### src/rtl/csa_accumulator.sv
// csa_accumulator: frame accumulator built on a 16-bit carry-skip adder.
// Sums a valid/ready stream of 16-bit operands modulo 2^16, tracks a sticky
// carry-out and a saturating beat count, and hands the frame result out on a
// second valid/ready handshake.

module carry_skip_16bit (
    input  logic [15:0] a,
    input  logic [15:0] b,
    input  logic        cin,
    output logic [15:0] sum,
    output logic        cout
);

    logic        w_carry;
    logic        w_blk_carry;
    logic        w_blk_prop;
    logic        w_p;
    logic        w_g;

    // Four 4-bit ripple blocks; a block whose bits all propagate forwards its
    // incoming carry directly instead of waiting for the internal ripple.
    always_comb begin
        sum         = '0;
        w_carry     = cin;
        w_blk_carry = 1'b0;
        w_blk_prop  = 1'b0;
        w_p         = 1'b0;
        w_g         = 1'b0;
        for (int unsigned blk = 0; blk < 4; blk++) begin
            w_blk_carry = w_carry;
            w_blk_prop  = 1'b1;
            for (int unsigned i = 0; i < 4; i++) begin
                w_p              = a[blk*4+i] ^ b[blk*4+i];
                w_g              = a[blk*4+i] & b[blk*4+i];
                sum[blk*4+i]     = w_p ^ w_blk_carry;
                w_blk_carry      = w_g | (w_p & w_blk_carry);
                w_blk_prop       = w_blk_prop & w_p;
            end
            w_carry = w_blk_prop ? w_carry : w_blk_carry;
        end
        cout = w_carry;
    end

endmodule

module csa_accumulator #(
    parameter int unsigned COUNT_W = 8
) (
    input  logic               clk,
    input  logic               rst,
    input  logic               in_valid,
    output logic               in_ready,
    input  logic [15:0]        in_data,
    input  logic               in_last,
    output logic               out_valid,
    input  logic               out_ready,
    output logic [15:0]        out_sum,
    output logic               out_carry,
    output logic [COUNT_W-1:0] out_count
);

    typedef enum logic [1:0] {
        IDLE = 2'd0,
        ACC  = 2'd1,
        HOLD = 2'd2
    } state_t;

    state_t               r_state;
    state_t               w_next_state;

    logic [15:0]          r_acc;
    logic                 r_carry_flag;
    logic [COUNT_W-1:0]   r_count;

    logic [15:0]          w_sum;
    logic                 w_cout;
    logic                 w_accept;
    logic                 w_release;

    carry_skip_16bit u_adder (
        .a    (r_acc),
        .b    (in_data),
        .cin  (1'b0),
        .sum  (w_sum),
        .cout (w_cout)
    );

    assign w_accept  = in_valid && in_ready;
    assign w_release = (r_state == HOLD) && out_ready;

    // State register.
    always_ff @(posedge clk) begin
        if (rst) begin
            r_state <= IDLE;
        end else begin
            r_state <= w_next_state;
        end
    end

    // Next-state logic.
    always_comb begin
        w_next_state = r_state;
        case (r_state)
            IDLE, ACC: begin
                if (w_accept) begin
                    w_next_state = in_last ? HOLD : ACC;
                end
            end
            HOLD: begin
                if (out_ready) begin
                    w_next_state = IDLE;
                end
            end
            default: w_next_state = IDLE;
        endcase
    end

    // Handshake outputs decoded from state.
    always_comb begin
        in_ready  = !rst && (r_state != HOLD);
        out_valid = (r_state == HOLD);
    end

    // Accumulator, sticky carry and saturating count; cleared on reset and on
    // the result handshake, updated only on accepted beats.
    always_ff @(posedge clk) begin
        if (rst || w_release) begin
            r_acc        <= '0;
            r_carry_flag <= 1'b0;
            r_count      <= '0;
        end else if (w_accept) begin
            r_acc        <= w_sum;
            r_carry_flag <= r_carry_flag | w_cout;
            if (r_count != '1) begin
                r_count <= r_count + 1'b1;
            end
        end
    end

    assign out_sum   = r_acc;
    assign out_carry = r_carry_flag;
    assign out_count = r_count;

endmodule

### config.mk
export PLATFORM = sky130hd
export DESIGN_NAME = csa_accumulator
export DESIGN_NICKNAME = d
export VERILOG_FILES = /design/src/rtl/csa_accumulator.sv
export SDC_FILE = /design/constraint.sdc
export NUM_CORES = 1
export LEC_CHECK = 0
export BUFFER_PORTS_ARGS = -buffer_cell sky130_fd_sc_hd__buf_2
export CORE_UTILIZATION = 30
export DETAILED_ROUTE_END_ITERATION = 6
export GPL_TIMING_DRIVEN = 0
export PLACE_DENSITY = 0.57
export REMOVE_ABC_BUFFERS = 1
export SLEW_MARGIN = 40
export SYNTH_ARGS = -nofsm -noshare
export SYNTH_HDL_FRONTEND = slang
export SYNTH_SLANG_ARGS = --single-unit
### constraint.sdc
create_clock -name clk -period 6.56 [get_ports clk]
set_input_delay 0.328 -clock clk [delete_from_list [all_inputs] [get_ports clk]]
set_output_delay 0.328 -clock clk [all_outputs]
set_load 0.02 [all_outputs]
**After elaboration in Yosys (flattened, before gate mapping)**

Index checks and enable logic that the tools add are counted.

- Input port bits: 21
- Output and inout bits: 27
- Logic and storage cells: 118
- Flip-flop bits (word level): 27

- Equal/unequal tests: 6
- Add/sub/neg operators: 1
- Reduce and logical (&&, ||, !) cells: 9
- Mux-type cells: 8
- Bitwise gates (word level): 90

Operators with widths:

| cell | count |
|---|---|
| $and A1 B1 Y1 | 43 |
| $xor A1 B1 Y1 | 31 |
| $or A1 B1 Y1 | 16 |
| $add A8 B1 Y8 const B | 1 |
| $ne A8 B8 Y1 const B | 1 |
| $mux W2 | 3 |
| $mux W1 | 4 |
| $ne A2 B2 Y1 const B | 2 |
| $pmux W2 S2 | 1 |
| $reduce_and A2 Y1 | 2 |
| $logic_and A1 B1 Y1 | 3 |
| $eq A2 B1 Y1 const B | 1 |
| $eq A2 B2 Y1 const B | 1 |
| $logic_not A2 Y1 | 1 |
| $ne A2 B1 Y1 const B | 1 |
| $reduce_or A2 Y1 | 1 |
| $logic_not A1 Y1 | 1 |
| $logic_or A1 B1 Y1 | 1 |

**Depth between registers and ports, before layout**

Gate-level depths: netlist of run 1.

- Depth after elaboration: 36
- Depth in mapped cells: 24
- Mapped depth without buffers: 24

**Cells and area by module**

A second synthesis of run 1 with hierarchy kept.

- Cell total of the unflattened synthesis: 189
- Area, all modules: 1740.4 µm²

By module, submodules not included:

| module | instances | sequential area each (µm²) | area an instance (µm²) | cells each |
|---|---|---|---|---|
| csa_accumulator | 1 | 540.5 | 1097.3 | 134 |
| carry_skip_16bit | 1 | 0.0 | 643.1 | 55 |

**Least setup slack after synthesis of run 1**

OpenSTA, ideal clock, no wires.

- Kind: register to register
- Start point: register r_acc[0], in the netlist out_sum[0]
- End point: register r_acc[15], in the netlist out_sum[15]
- Library setup time: 0.070 ns
- Data required time: 6.490 ns
- Path buffers: 0
- Stages on the path, launching flop included: 25
- Period minus slack after synthesis: 6.939 ns
- Data arrival time: 6.869 ns
- Path slack: -0.379 ns
- Cells stage by stage: dfxtp_1 ha_1 fa_1 fa_1 fa_1 inv_1 nor2_1 fa_1 fa_1 fa_1 fa_1 nand2_1 nand2_1 fa_1 fa_1 fa_1 fa_1 nor2b_1 a21oi_1 fa_1 fa_1 fa_1 fa_1 nand2_1 a21oi_1

- Longest elaborated chain between the ends: 33
- Elaborated cells between the ends (all ways): 37
- Classes of those cells: 3 x mux; 34 x bitwise

Ends and longest elaborated chain:

| item | line | text |
|---|---|---|
| start: declaration | 71 | `logic [15:0] r_acc;` |
| start signal: assignment | 132 | `r_acc <= w_sum;` |
| $and A1 B1 Y1 | 34 | `w_g = a[blk*4+i] & b[blk*4+i];` |
| $and A1 B1 Y1 | 36 | `w_blk_carry = w_g \| (w_p & w_blk_carry);` |
| $or A1 B1 Y1 | 36 |  |
| $and A1 B1 Y1 | 36 |  |
| $or A1 B1 Y1 | 36 |  |
| $and A1 B1 Y1 | 36 |  |
| $or A1 B1 Y1 | 36 |  |
| $mux W1 * | 39 | `w_carry = w_blk_prop ? w_carry : w_blk_carry;` |
| (+18 left out) | -- |  |
| $and A1 B1 Y1 * | 36 |  |
| $or A1 B1 Y1 * | 36 |  |
| $and A1 B1 Y1 * | 36 |  |
| $or A1 B1 Y1 * | 36 |  |
| $and A1 B1 Y1 * | 36 |  |
| $or A1 B1 Y1 * | 36 |  |
| $xor A1 B1 Y1 * | 35 | `sum[blk*4+i] = w_p ^ w_blk_carry;` |
| named net u_adder.sum[15] | 10 | `output logic [15:0] sum,` |

Mark *: on every way through the listed nets, which the timed path passes. The rest lies on a longest branch.
A chain may end at the register's enable or synchronous reset.

**Final worst setup path of run 1**

- Start point: register r_acc[0], in the netlist out_sum[0]
- End point: register r_carry_flag, in the netlist out_carry

- Longest elaborated chain between the ends: 36
- Elaborated cells between the ends (all ways): 40
- Classes of those cells: 4 x mux; 36 x bitwise

Ends and longest elaborated chain:

| item | line | text |
|---|---|---|
| $and A1 B1 Y1 | 34 |  |
| $and A1 B1 Y1 | 36 |  |
| $or A1 B1 Y1 | 36 |  |
| $and A1 B1 Y1 | 36 |  |
| $or A1 B1 Y1 | 36 |  |
| $and A1 B1 Y1 | 36 |  |
| $or A1 B1 Y1 | 36 |  |
| $mux W1 * | 39 |  |
| (+20 left out) | -- |  |
| $and A1 B1 Y1 | 36 |  |
| $or A1 B1 Y1 | 36 |  |
| $and A1 B1 Y1 | 36 |  |
| $or A1 B1 Y1 | 36 |  |
| $and A1 B1 Y1 | 36 |  |
| $or A1 B1 Y1 | 36 |  |
| $mux W1 * | 39 |  |
| $or A1 B1 Y1 * | 133 | `r_carry_flag <= r_carry_flag \| w_cout;` |
| end signal: assignment | 133 |  |
| end: declaration | 72 | `logic r_carry_flag;` |

Mark *: on every way between the ends. The rest lies on a longest branch, timed or not.

==> metrics.md, run 1 <==
| Metric | Value |
|---|---|
| Status | `finished with violations` |
| Failing checks | `setup timing` |
| Max stage delay on crit path | `about 0.40 ns` |
| Die X | `76.2 um` |
| HPWL after detailed placement | `about 2500 um` |
| Setup-failing EPs final | `2` |
| TritonCTS buffer count | `3` |
| Via count | `1443` |
| Sw frac | `a little under a third` |
| Final WS setup | `-0.0729 ns` |
| Unique masters post-synth | `30` |
| Residual DRC | `0` |
| Slowest CP cell | `fa_2` |
| Initial antenna violation count | `0` |
| P_int | `between 0.0002 and 0.0003 W` |
| Antenna diode count | `0` |
| Yosys warns | `0` |
| Sink Count | `27` |
| Post-synth EDFFs | `0` |
| GPL Wtd Cong | `0.689` |
| Synth top area cells | `dfxtp_1 33%, fa_1 18%, ha_1 13%` |
| I/O Buffers | `47` |
| Worst-path clk slew | `0.09 ns` |
| Synth Instances | `173` |
| Final hold violations | `0` |
| RSZ-0062 raised after global routing | `true` |
| MaxCap Viol Count | `0` |
| Worst Path Buf+Inv | `19` |
| Reg power frac | `roughly 47%` |
| Setup crit end kind | `flip-flop` |
| Startpoint Class | `flip-flop` |
| Mean area per synthesized cell | `9.55 sq um` |
| Drt first pass iters | `4` |
| M1 wire length | `1710 um` |
| FFs w/ async S/R, synth | `0%` |
| Post-synthesis sequential area ratio | `32.7%` |
| Maximum VDD drop | `about 120 uV` |
| DR iter-0 viols | `between 50 and 60` |
| Die area | `just under 6000 sq um` |
| Tot GR Track Use | `14.3%` |
| Post-Route WL | `3840 um` |
| Clk_lat worst skew | `0.27 ns` |
| PwrDens | `176 nW/um^2` |
| Final min period | `approximately 6.6 ns` |
| Dominant synthesized flop cell | `dfxtp_1` |
| Top layer in use | `met4` |
| CTS Hold Buffers Added | `0` |
| Routed WL per cell | `12.5 um` |
| Netlist Area Pre-Place | `1650 sq um` |
| CTS tree | `yes` |
| Vias in the first global route | `roughly 1500` |
| Switch Pwr | `0.000120 W` |
| Clock Skews | `between 0.0015 and 0.002 ns` |
| Root buffer cell | `clkbuf_8` |
| Critical path's most frequent cell | `buf_4` |
| First-pass GRT wire length | `6870 um` |
| Core Area | `between 5000 and 6000 sq um` |
| Yosys reg bits | `27` |
| WL met2 | `~1900 um` |
| Final core utilization | `42.4%` |
| Max Clock Freq | `about 150 MHz` |
| Starting density of the core | `31.7%` |
| Most common cell in the netlist | `nand2_1` |
| Area leader, netlist | `dfxtp_1` |
| Met3 WL post-DR | `224 um` |
| Critical Path AT | `6.78 ns` |
| Setup TNS | `-0.0823 ns` |
| Global route total overflow | `0` |
| H-tree Lvls | `1` |
| Worst min-delay path class | `in -> reg` |
| Yosys top cell area share | `32.7%` |
| CP top delay family | `adder cells` |
| Power share of the combinational group | `28.3%` |
| Layout Area Growth over Synthesis | `33.5%` |
| Via/cell ratio | `4.70` |
| Synth cell count leaders | `39 x nand2_1, 27 x dfxtp_1, 25 x a21oi_1` |
| Crit Path Max Fanout | `2` |
| Final Max Slew Viols | `0` |
| Setup Crit Path Kind | `reg -> reg` |
| Max clock buf depth | `2` |
| Required @ worst endpoint | `about 6.7 ns` |
| Final nets | `a little under 300` |
| Pin count of the biggest net entering global routing | `25` |
| Period utilization | `101%` |
| Die span in y | `76.2 um` |
| Boundary pin count | `48` |
| Clk network pwr share | `~25%` |
| Max-slew headroom at the worst pin | `54.9%` |
| Row cnt | `26` |
| Slew @ Worst Pin | `0.677 ns` |
| Leak Pwr | `slightly below 1 nW` |
| Share of layout cells above drive strength 1 | `roughly 40%` |
| Antenna viol nets, final | `0` |
[per-stage QoR]
step	hold WS, ns	setup WS (ns)	power [W]	cell area [sq um]	cells
CTS	0.252	-0.00290	0.000392	2190	307
global route	0.270	-0.263	0.000418	2200	307
floorplan	0.400	-0.402	0.000236	1610	166
detailed placement	0.473	-0.757	0.000268	1940	283
finish	0.257	-0.0729	0.000389	2200	307
global placement	0.471	-0.752	0.000267	1940	283
[layout make-up]
class | instances | area, sq um
fillers | 539 | 3000
well taps | 70 | 87.6
flip-flops and latches | 27 | 542
multi-input cells | 134 | 1120
clock inverters | 1 | 5.00
repair buffers | 67 | 385
clock buffers | 3 | 41.3
inverters | 5 | 18.8
[layout by cell type, fill, tap and decap left out, types with 5 or more instances in the layout]
master / count
dfxtp_1: 26
buf_2: 47
buf_4: 20
o31ai_1: 5
a21oi_1: 24
fa_2: 14
nor2_1: 5
ha_1: 16
nand2_1: 38
[routing by layer]
metal  vias up  global-route usage (%)
met5         -                       0
met4         0                    2.50
met3         2                    3.59
met2        36                    26.2
met1       688                    17.0
li1        717                       -
[sequential cells by signal (all words and copies together) (netlist names)]
name / flops
out_carry: 1
out_count: 8
out_sum: 16
r_state: 2
[worst reg2reg max path: cells and delay by family (launching register included)]
family,cells,cell delay (ns)
adder cells (fa/ha/maj),12,4.02
flip-flops,1,0.34
AO/OA/AOI/OAI,2,0.14
AND/OR/NAND/NOR,4,0.32
buffers and inverters,19,1.71
[final timing paths]
check	from	cells past startpoint	to	slack, ns
setup / recovery	out_sum[0]$_SDFFE_PP0P_	37	out_carry$_SDFFE_PP0P_	-0.07
hold / removal	rst	2	r_state[1]$_SDFFE_PP0P_	0.26
setup reg to reg	out_sum[0]$_SDFFE_PP0P_	37	out_carry$_SDFFE_PP0P_	-0.07
hold reg to reg	out_count[6]$_SDFFE_PP0P_	2	out_count[6]$_SDFFE_PP0P_	0.50
[what timing repair did]
item,in CTS,in global routing
pin swaps,1,0
endpoints found under the setup margin,3,2
resized for setup,21,1
buffers inserted,21,0
[kinds of logic (layout without fill, tap and decap cells)]
family          count (synthesis)  after routing  share of synthesized area, %
simple gates                   63             63                          18.4
compound gates                 37             37                          13.3
flops                          27             27                          32.7
xor+xnor                        1              1                         0.530
fa+ha+maj                      32             32                          31.1
buf+inv                        12             76                          3.41
mux                             1              1                         0.606
[power by group through the flow]
stage	logic (W)	registers [W]	clock network, W
5_1_grt	0.000126	0.000185	0.000107
3_3_place_gp	0.0000812	0.000186	0
4_1_cts	0.000108	0.000183	0.000101
2_1_floorplan	0.0000415	0.000195	0
3_5_place_dp	0.0000817	0.000187	0
6_report	0.000110	0.000183	0.0000955
Note: power is estimated with default switching activity, not from simulation.
==> run 2, diff against run 1 <==
--- a/config.mk
+++ b/config.mk
@@ -5,11 +5,11 @@
 export SDC_FILE = /design/constraint.sdc
 export NUM_CORES = 1
 export LEC_CHECK = 0
-export BUFFER_PORTS_ARGS = -buffer_cell sky130_fd_sc_hd__buf_2
 export CORE_UTILIZATION = 30
 export DETAILED_ROUTE_END_ITERATION = 6
+export DONT_BUFFER_PORTS = 1
 export GPL_TIMING_DRIVEN = 0
-export PLACE_DENSITY = 0.57
+export PLACE_DENSITY = 0.49
 export REMOVE_ABC_BUFFERS = 1
 export SLEW_MARGIN = 40
 export SYNTH_ARGS = -nofsm -noshare
==> constraint.sdc (replaced) <==
create_clock -name clk -period 6.56 [get_ports clk]
set_input_delay 1.968 -clock clk [delete_from_list [all_inputs] [get_ports clk]]
set_output_delay 1.968 -clock clk [all_outputs]
set_load 0.02 [all_outputs]
==> run 2 against run 1 <==
The run still ends with setup timing left. Register-to-register slack got worse by 0.16 ns. Global-route usage grew 0.15 points. Combinational power is 32% lower. Setup slack lost 1.4 ns. Non-clock buffer count fell by 48. Clock power up 2%. Clock-buffer cell count is the same. Routed wire length is 3.7% higher. Maximum frequency decreased by 17%. Power down 5.9%.
==> metrics.md, run 2 (synthesis results as in run 1) <==
| Metric | Value |
|---|---|
| Final min period | `7.99 ns (+1.35 ns)` |
| First-pass GRT wire length | `6780 um (-1.3%)` |
| Drt first pass iters | `4 (unchanged)` |
| Final core utilization | `38.0% (-4.4 points)` |
| Slew @ Worst Pin | `0.650 ns (-0.0273 ns)` |
| Global route total overflow | `0 (unchanged)` |
| Max clock buf depth | `2 (unchanged)` |
| Period utilization | `122% (+21 points)` |
| CP top delay family | `adder cells` |
| Share of layout cells above drive strength 1 | `27.0% (-14 points)` |
| Root buffer cell | `clkbuf_8` |
| DR iter-0 viols | `49 (-17%)` |
| Number of flip-flops in the largest register | `16 (unchanged)` |
| Most frequent cells in the layout | `36 x nand2_1, 27 x dfxtp_1, 24 x a21oi_1` |
| Antenna diode count | `0 (unchanged)` |
| HPWL after detailed placement | `2780 um (+11%)` |
| Max stage delay on crit path | `0.52 ns (+0.12 ns)` |
| RSZ-0062 raised after global routing | `true` |
| Final hold violations | `0 (unchanged)` |
| Final Max Slew Viols | `0 (unchanged)` |
| Core Area | `5200 sq um (unchanged)` |
| Fin area | `1980 sq um (-10%)` |
| Die span in y | `76.2 um (unchanged)` |
| TritonCTS buffer count | `3 (unchanged)` |
| Residual DRC | `0 (unchanged)` |
| Leak Pwr | `0.765 nW (-23%)` |
| Initial antenna violation count | `0 (unchanged)` |
| Final nets | `243 (-16%)` |
| Placed cells | `236 (-17%)` |
| Critical Path AT | `8.19 ns (+1.41 ns)` |
| Post-Route WL | `3980 um (+3.7%)` |
| Boundary pin count | `48 (unchanged)` |
| Worst Path Buf+Inv | `2 (-17)` |
| Max-slew headroom at the worst pin | `56.7% (+1.8 points)` |
| Die area | `5810 sq um (unchanged)` |
| Area post-placement | `1700 sq um (-12%)` |
| MaxCap Viol Count | `0 (unchanged)` |
| Crit Path Max Fanout | `2 (unchanged)` |
| Max Clock Freq | `125 MHz (-17%)` |
| Status | `finished with violations` |
| Clk_lat worst skew | `0.27 ns (about the same)` |
| Setup crit end kind | `flip-flop` |
| Pre-CTS setup slack | `-2.39 ns (-1.63 ns)` |
| PwrDens | `185 nW/um^2 (+5.0%)` |
| Setup-failing EPs final | `5 (+3)` |
| Pin count of the biggest net entering global routing | `25 (unchanged)` |
| Worst min-delay path class | `reg -> reg` |
| Via/cell ratio | `5.11 (+8.8%)` |
| CTS Hold Buffers Added | `0 (unchanged)` |
| GPL Wtd Cong | `0.756 (+9.7%)` |
| Non-Filler Instances | `259 (-16%)` |
| Routed WL per cell | `15.4 um (+23%)` |
| H-tree Lvls | `1 (unchanged)` |
| Startpoint Class | `primary input` |
| Final WS setup | `-1.43 ns (-1.35 ns)` |
| Worst-path clk slew | `0.10 ns (about the same)` |
| Critical path's most frequent cell | `fa_2` |
| Slowest CP cell | `fa_2` |
| Setup Crit Path Kind | `in -> reg` |
| Row cnt | `26 (unchanged)` |
| CTS tree | `yes` |
| Clock Skews | `0.00604 ns (+0.00419 ns)` |
| Maximum VDD drop | `83.3 uV (-32%)` |
| Antenna viol nets, final | `0 (unchanged)` |
| Sink Count | `27 (unchanged)` |
| Die X | `76.2 um (unchanged)` |
| Starting density of the core | `31.7% (unchanged)` |
| Required @ worst endpoint | `6.76 ns (+0.05 ns)` |
| Setup TNS | `-4.88 ns (-4.80 ns)` |
| Failing checks | `setup timing` |
| Via count | `1324 (-8.2%)` |
| Commonest non-fill, non-tap cell in the layout | `nand2_1` |
| Tot GR Track Use | `14.5% (+0.15 points)` |
| I/O Buffers | `0 (-100%)` |
| Vias in the first global route | `1463 (-3.4%)` |
| Layout Area Growth over Synthesis | `19.7%` |
[run 2: cell count changes in the layout (fill, tap and decap cells not counted), sizes merged]
| cell | change |
|---|---|
| buf | -48 |
[run 2: layout make-up]
class                   instances  area [sq um]
well taps                      70          87.6
repair buffers                 19           146
clock buffers                   3          41.3
fillers                       535          3230
inverters                       5          18.8
multi-input cells             134          1140
flip-flops and latches         27           541
clock inverters                 1          5.00
[run 2: path summary, 6_finish.rpt]
check | endpoint | slack (ns) | depth (start not counted) | from
max | out_sum[15]$_SDFFE_PP0P_ | -1.43 | 25 | in_data[0]
min | r_state[0]$_SDFFE_PP0P_ | 0.54 | 2 | r_state[0]$_SDFFE_PP0P_
max reg2reg | out_sum[15]$_SDFFE_PP0P_ | -0.23 | 25 | out_sum[0]$_SDFFE_PP0P_
min reg2reg | r_state[0]$_SDFFE_PP0P_ | 0.54 | 2 | r_state[0]$_SDFFE_PP0P_
[run 2: worst reg2reg max path, stage by stage, from the launching register on]
cell and delay (ns):
dfxtp_1 0.43, ha_4 0.21, fa_2 0.34, fa_2 0.35, fa_2 0.34, inv_2 0.07
buf_6 0.09, nor2_4 0.03, fa_2 0.33, fa_2 0.35, fa_2 0.34, fa_2 0.36
nand2_2 0.07, nand2_2 0.06, fa_2 0.34, fa_2 0.35, fa_2 0.35, fa_2 0.37
nor2b_4 0.13, a21oi_2 0.05, fa_2 0.34, fa_2 0.34, fa_2 0.35, fa_2 0.52
nand2_1 0.05, a21oi_1 0.15
[run 2: repair_timing]
item	CTS	global route
endpoints found under the setup margin	6	5
gates resized for setup	22	4
buffers inserted	17	2
pin swaps	3	3
[run 2: routing by layer]
| metal | wire length, um | vias to the layer above | part of all wire (%) | track usage (%) |
|---|---|---|---|---|
| met5 | 0 | - | 0 | 0 |
| met4 | 18 | 0 | 0.45 | 3.08 |
| met3 | 248 | 2 | 6.2 | 4.19 |
| met2 | 2240 | 36 | 56 | 28.9 |
| met1 | 1480 | 664 | 37 | 14.6 |
| li1 | - | 622 | - | - |
[run 2: through the flow]
stage                     hold WS (ns)  power, W
after floorplan                  0.480  0.000236
after global placement           0.491  0.000249
after detailed placement         0.530  0.000254
after CTS                        0.547  0.000371
after global routing             0.571  0.000394
final                            0.538  0.000366
[run 2: report_power, final]
part | internal, W | switching (W)
Combinational | 0.0000373 | 0.0000372
Sequential | 0.000172 | 0.0000217
Clock | 0.0000426 | 0.0000546
==> run 3, diff against run 2 <==
--- a/config.mk
+++ b/config.mk
@@ -5,13 +5,14 @@
 export SDC_FILE = /design/constraint.sdc
 export NUM_CORES = 1
 export LEC_CHECK = 0
-export CORE_UTILIZATION = 30
+export CORE_UTILIZATION = 55
 export DETAILED_ROUTE_END_ITERATION = 6
 export DONT_BUFFER_PORTS = 1
 export GPL_TIMING_DRIVEN = 0
-export PLACE_DENSITY = 0.49
+export PLACE_DENSITY = 0.77
 export REMOVE_ABC_BUFFERS = 1
 export SLEW_MARGIN = 40
 export SYNTH_ARGS = -nofsm -noshare
 export SYNTH_HDL_FRONTEND = slang
+export SYNTH_HIERARCHICAL = 1
 export SYNTH_SLANG_ARGS = --single-unit
==> run 3 against run 2 <==
The flow still finishes with violations (setup timing). Global-route usage grew 7.2 points. Worst hold slack worse by 0.030 ns. Area after synthesis is 5.4% higher. Via count is 0.30% lower. Critical endpoint unchanged. Maximum frequency decreased by 2.1%. Setup slack worse by 0.17 ns. Final cell count down 10%.
==> metrics.md, run 3 <==
| Metric | Value |
|---|---|
| Final Max Slew Viols | `0 (unchanged)` |
| Critical Path AT | `8.43 ns (+0.24 ns)` |
| Simple-gate share of the synthesized area | `19.2% (+0.79 points)` |
| Largest family of logic cells by synthesized area | `adder cells` |
| Synth Instances | `189 (+9.2%)` |
| Antenna viol nets, final | `0 (unchanged)` |
| Most common cell in the netlist | `nand2_1` |
| Status | `finished with violations` |
| Area post-placement | `1760 sq um (+3.4%)` |
| H-tree Lvls | `1 (unchanged)` |
| Setup-failing EPs final | `6 (+1)` |
| Netlist Area Pre-Place | `1740 sq um (+5.4%)` |
| Pin count of the biggest net entering global routing | `23 (-8.0%)` |
| Yosys reg bits | `27 (unchanged)` |
| Hold slack final | `0.508 ns (-0.0298 ns)` |
| Final core utilization | `62.3% (+24 points)` |
| Drt first pass iters | `4 (unchanged)` |
| Clk_lat worst skew | `0.33 ns (+0.06 ns)` |
| Die span in y | `58.3 um (-24%)` |
| Initial antenna violation count | `0 (unchanged)` |
| Residual DRC | `0 (unchanged)` |
| Fin area | `1890 sq um (-4.6%)` |
| Worst-path clk slew | `0.15 ns (+0.05 ns)` |
| Final WS setup | `-1.60 ns (-0.172 ns)` |
| RSZ-0062 raised after global routing | `true` |
| Yosys warns | `6 (+6)` |
| Yosys top cell area share | `31.1% (-1.7 points)` |
| Share of layout cells above drive strength 1 | `18.5% (-8.5 points)` |
| Layout Area Growth over Synthesis | `8.34%` |
| Filler instances | `264 (-51%)` |
| Slew @ Worst Pin | `0.791 ns (+0.141 ns)` |
| Post-synth EDFFs | `0 (unchanged)` |
| MaxCap Viol Count | `0 (unchanged)` |
| Die area | `3390 sq um (-42%)` |
| CTS tree | `yes` |
| Sink Count | `27 (unchanged)` |
| Clock Skews | `0.00310 ns (-0.00295 ns)` |
| Vias in the first global route | `1345 (-8.1%)` |
| Unique masters post-synth | `33 (+10%)` |
| Hold path depth | `1 (-1)` |
| DR iter-0 viols | `43 (-12%)` |
| Global route total overflow | `0 (unchanged)` |
| Tot GR Track Use | `21.6% (+7.2 points)` |
| CTS Hold Buffers Added | `0 (unchanged)` |
| TritonCTS buffer count | `3 (unchanged)` |
| Final nets | `244 (+0.41%)` |
| Boundary pin count | `48 (unchanged)` |
| Worst min-delay path class | `reg -> reg` |
| Routed WL per cell | `15.3 um (-0.37%)` |
| Post-Synth Adder-Cell Area | `30.6% (-0.44 points)` |
| Synth cell count leaders | `40 x nand2_1, 27 x dfxtp_1, 24 x a21oi_1` |
| Mean area per synthesized cell | `9.21 sq um (-3.5%)` |
| I/O Buffers | `0 (unchanged)` |
| Leak Pwr | `0.741 nW (-3.1%)` |
| Synth top area cells | `dfxtp_1 31%, fa_1 18%, ha_1 12%` |
| Number of flip-flops in the largest register | `16 (unchanged)` |
| Max clock buf depth | `2 (unchanged)` |
| Post-synthesis sequential area ratio | `31.1% (-1.7 points)` |
| Crit Path Max Fanout | `2 (unchanged)` |
| First-pass GRT wire length | `5590 um (-18%)` |
| Antenna diode count | `0 (unchanged)` |
| Worst reg-to-reg path cell count | `27 (+8.0%)` |
| GPL Wtd Cong | `0.814 (+7.6%)` |
| Synth Area in Compound Gates | `12.4% (-0.89 points)` |
| HPWL after detailed placement | `2600 um (-6.4%)` |
| Final min period | `8.16 ns (+0.172 ns)` |
| Failing checks | `setup timing` |
| Final hold violations | `0 (unchanged)` |
| Dominant synthesized flop cell | `dfxtp_1` |
| Post-synthesis mux area share | `2.01% (+1.4 points)` |
| Commonest non-fill, non-tap cell in the layout | `nand2_1` |
| Area leader, netlist | `dfxtp_1` |
| Post-Route WL | `3570 um (-10%)` |
| Via count | `1320 (-0.30%)` |
| Max-slew headroom at the worst pin | `47.3% (-9.4 points)` |
| Core Area | `3030 sq um (-42%)` |
| Row cnt | `20 (-23%)` |
| Startpoint Class | `primary input` |
| Most frequent cells in the layout | `40 x nand2_1, 27 x dfxtp_1, 24 x a21oi_1` |
| Required @ worst endpoint | `6.83 ns (+0.07 ns)` |
| Starting density of the core | `57.5% (+26 points)` |
| Die X | `58.3 um (-24%)` |
| Xor and xnor area share after synthesis | `0% (-0.53 points)` |
| Root buffer cell | `clkbuf_4` |
| Maximum VDD drop | `88.4 uV (+6.1%)` |
| Setup TNS | `-5.81 ns (-0.925 ns)` |
| Setup crit end kind | `flip-flop` |
| FFs w/ async S/R, synth | `0% (unchanged)` |
| Via/cell ratio | `5.67 (+11%)` |
| Setup Crit Path Kind | `in -> reg` |
| PwrDens | `182 nW/um^2 (-1.6%)` |
| Period utilization | `124% (+2.6 points)` |
| Max Clock Freq | `123 MHz (-2.1%)` |
## run 3: final timing paths
path	start	endpoint	slack (ns)
worst max-delay path	in_data[0]	out_sum[15]$_SDFFE_PP0P_	-1.60
worst min-delay path	r_state[1]$_SDFFE_PP0P_	r_state[0]$_SDFFE_PP0P_	0.51
worst max register to register	out_sum[0]$_SDFFE_PP0P_	out_sum[15]$_SDFFE_PP0P_	-0.52
worst min register to register	r_state[1]$_SDFFE_PP0P_	r_state[0]$_SDFFE_PP0P_	0.51
## run 3: where the power goes
group	internal, W	total [W]	switching [W]
Combinational	0.0000323	0.0000711	0.0000388
Clock	0.0000234	0.0000767	0.0000533
Sequential	0.000173	0.000195	0.0000225
Total	0.000229	0.000343	0.000115
## run 3: layer usage
layer | vias up | track usage (%) | wire [um]
met2 | 42 | 38.9 | 1880
li1 | 626 | - | -
met5 | - | 0 | 0
met4 | 0 | 8.16 | 26
met1 | 648 | 24.5 | 1390
met3 | 4 | 5.58 | 275
## run 3: critical path, cell delays in order
cell and delay, ns:
clkinv_16 0.02, fa_2 0.18, inv_2 0.04, fa_2 0.33, fa_2 0.35, fa_2 0.33, mux2_4 0.28, fa_2 0.34
fa_2 0.35, fa_2 0.35, fa_2 0.34, a41oi_2 0.19, nor2_1 0.08, fa_2 0.34, fa_2 0.35, fa_2 0.35
fa_2 0.35, nand2_1 0.06, nand2_1 0.07, fa_2 0.35, fa_2 0.35, fa_2 0.34, inv_2 0.07, fa_2 0.43
inv_2 0.05, nand2_1 0.04, a21oi_1 0.14
## run 3: repair_timing
action                                  CTS  global route
endpoints found under the setup margin    7             6
buffers inserted                          1             1
pin swaps                                 2             2
resized for setup                        25             3
## run 3: metrics by stage
stage	power, W	worst slack, ns	instances
3_3_place_gp	0.000255	-2.53	227
3_5_place_dp	0.000261	-2.67	227
6_report	0.000343	-1.60	233
4_1_cts	0.000344	-1.58	232
2_1_floorplan	0.000244	-2.29	183
5_1_grt	0.000365	-1.71	233
## run 3: layout make-up
type	instances	area, sq um	share of cell area [%]
inverter	11	67.6	3.58
clock inverter	1	7.51	0.398
sequential	27	541	28.7
multi-input combinational	145	1180	62.4
timing repair buffer	2	15.0	0.796
clock buffer	3	22.5	1.19
tap	44	55.1	2.92
## run 3: cells by family after synthesis
group	after synthesis
and+or+nand+nor	70
muxes	3
DFF	27
AOI/OAI and AO/OA	37
other	1
adders and majority gates	33
buffers and inverters	18
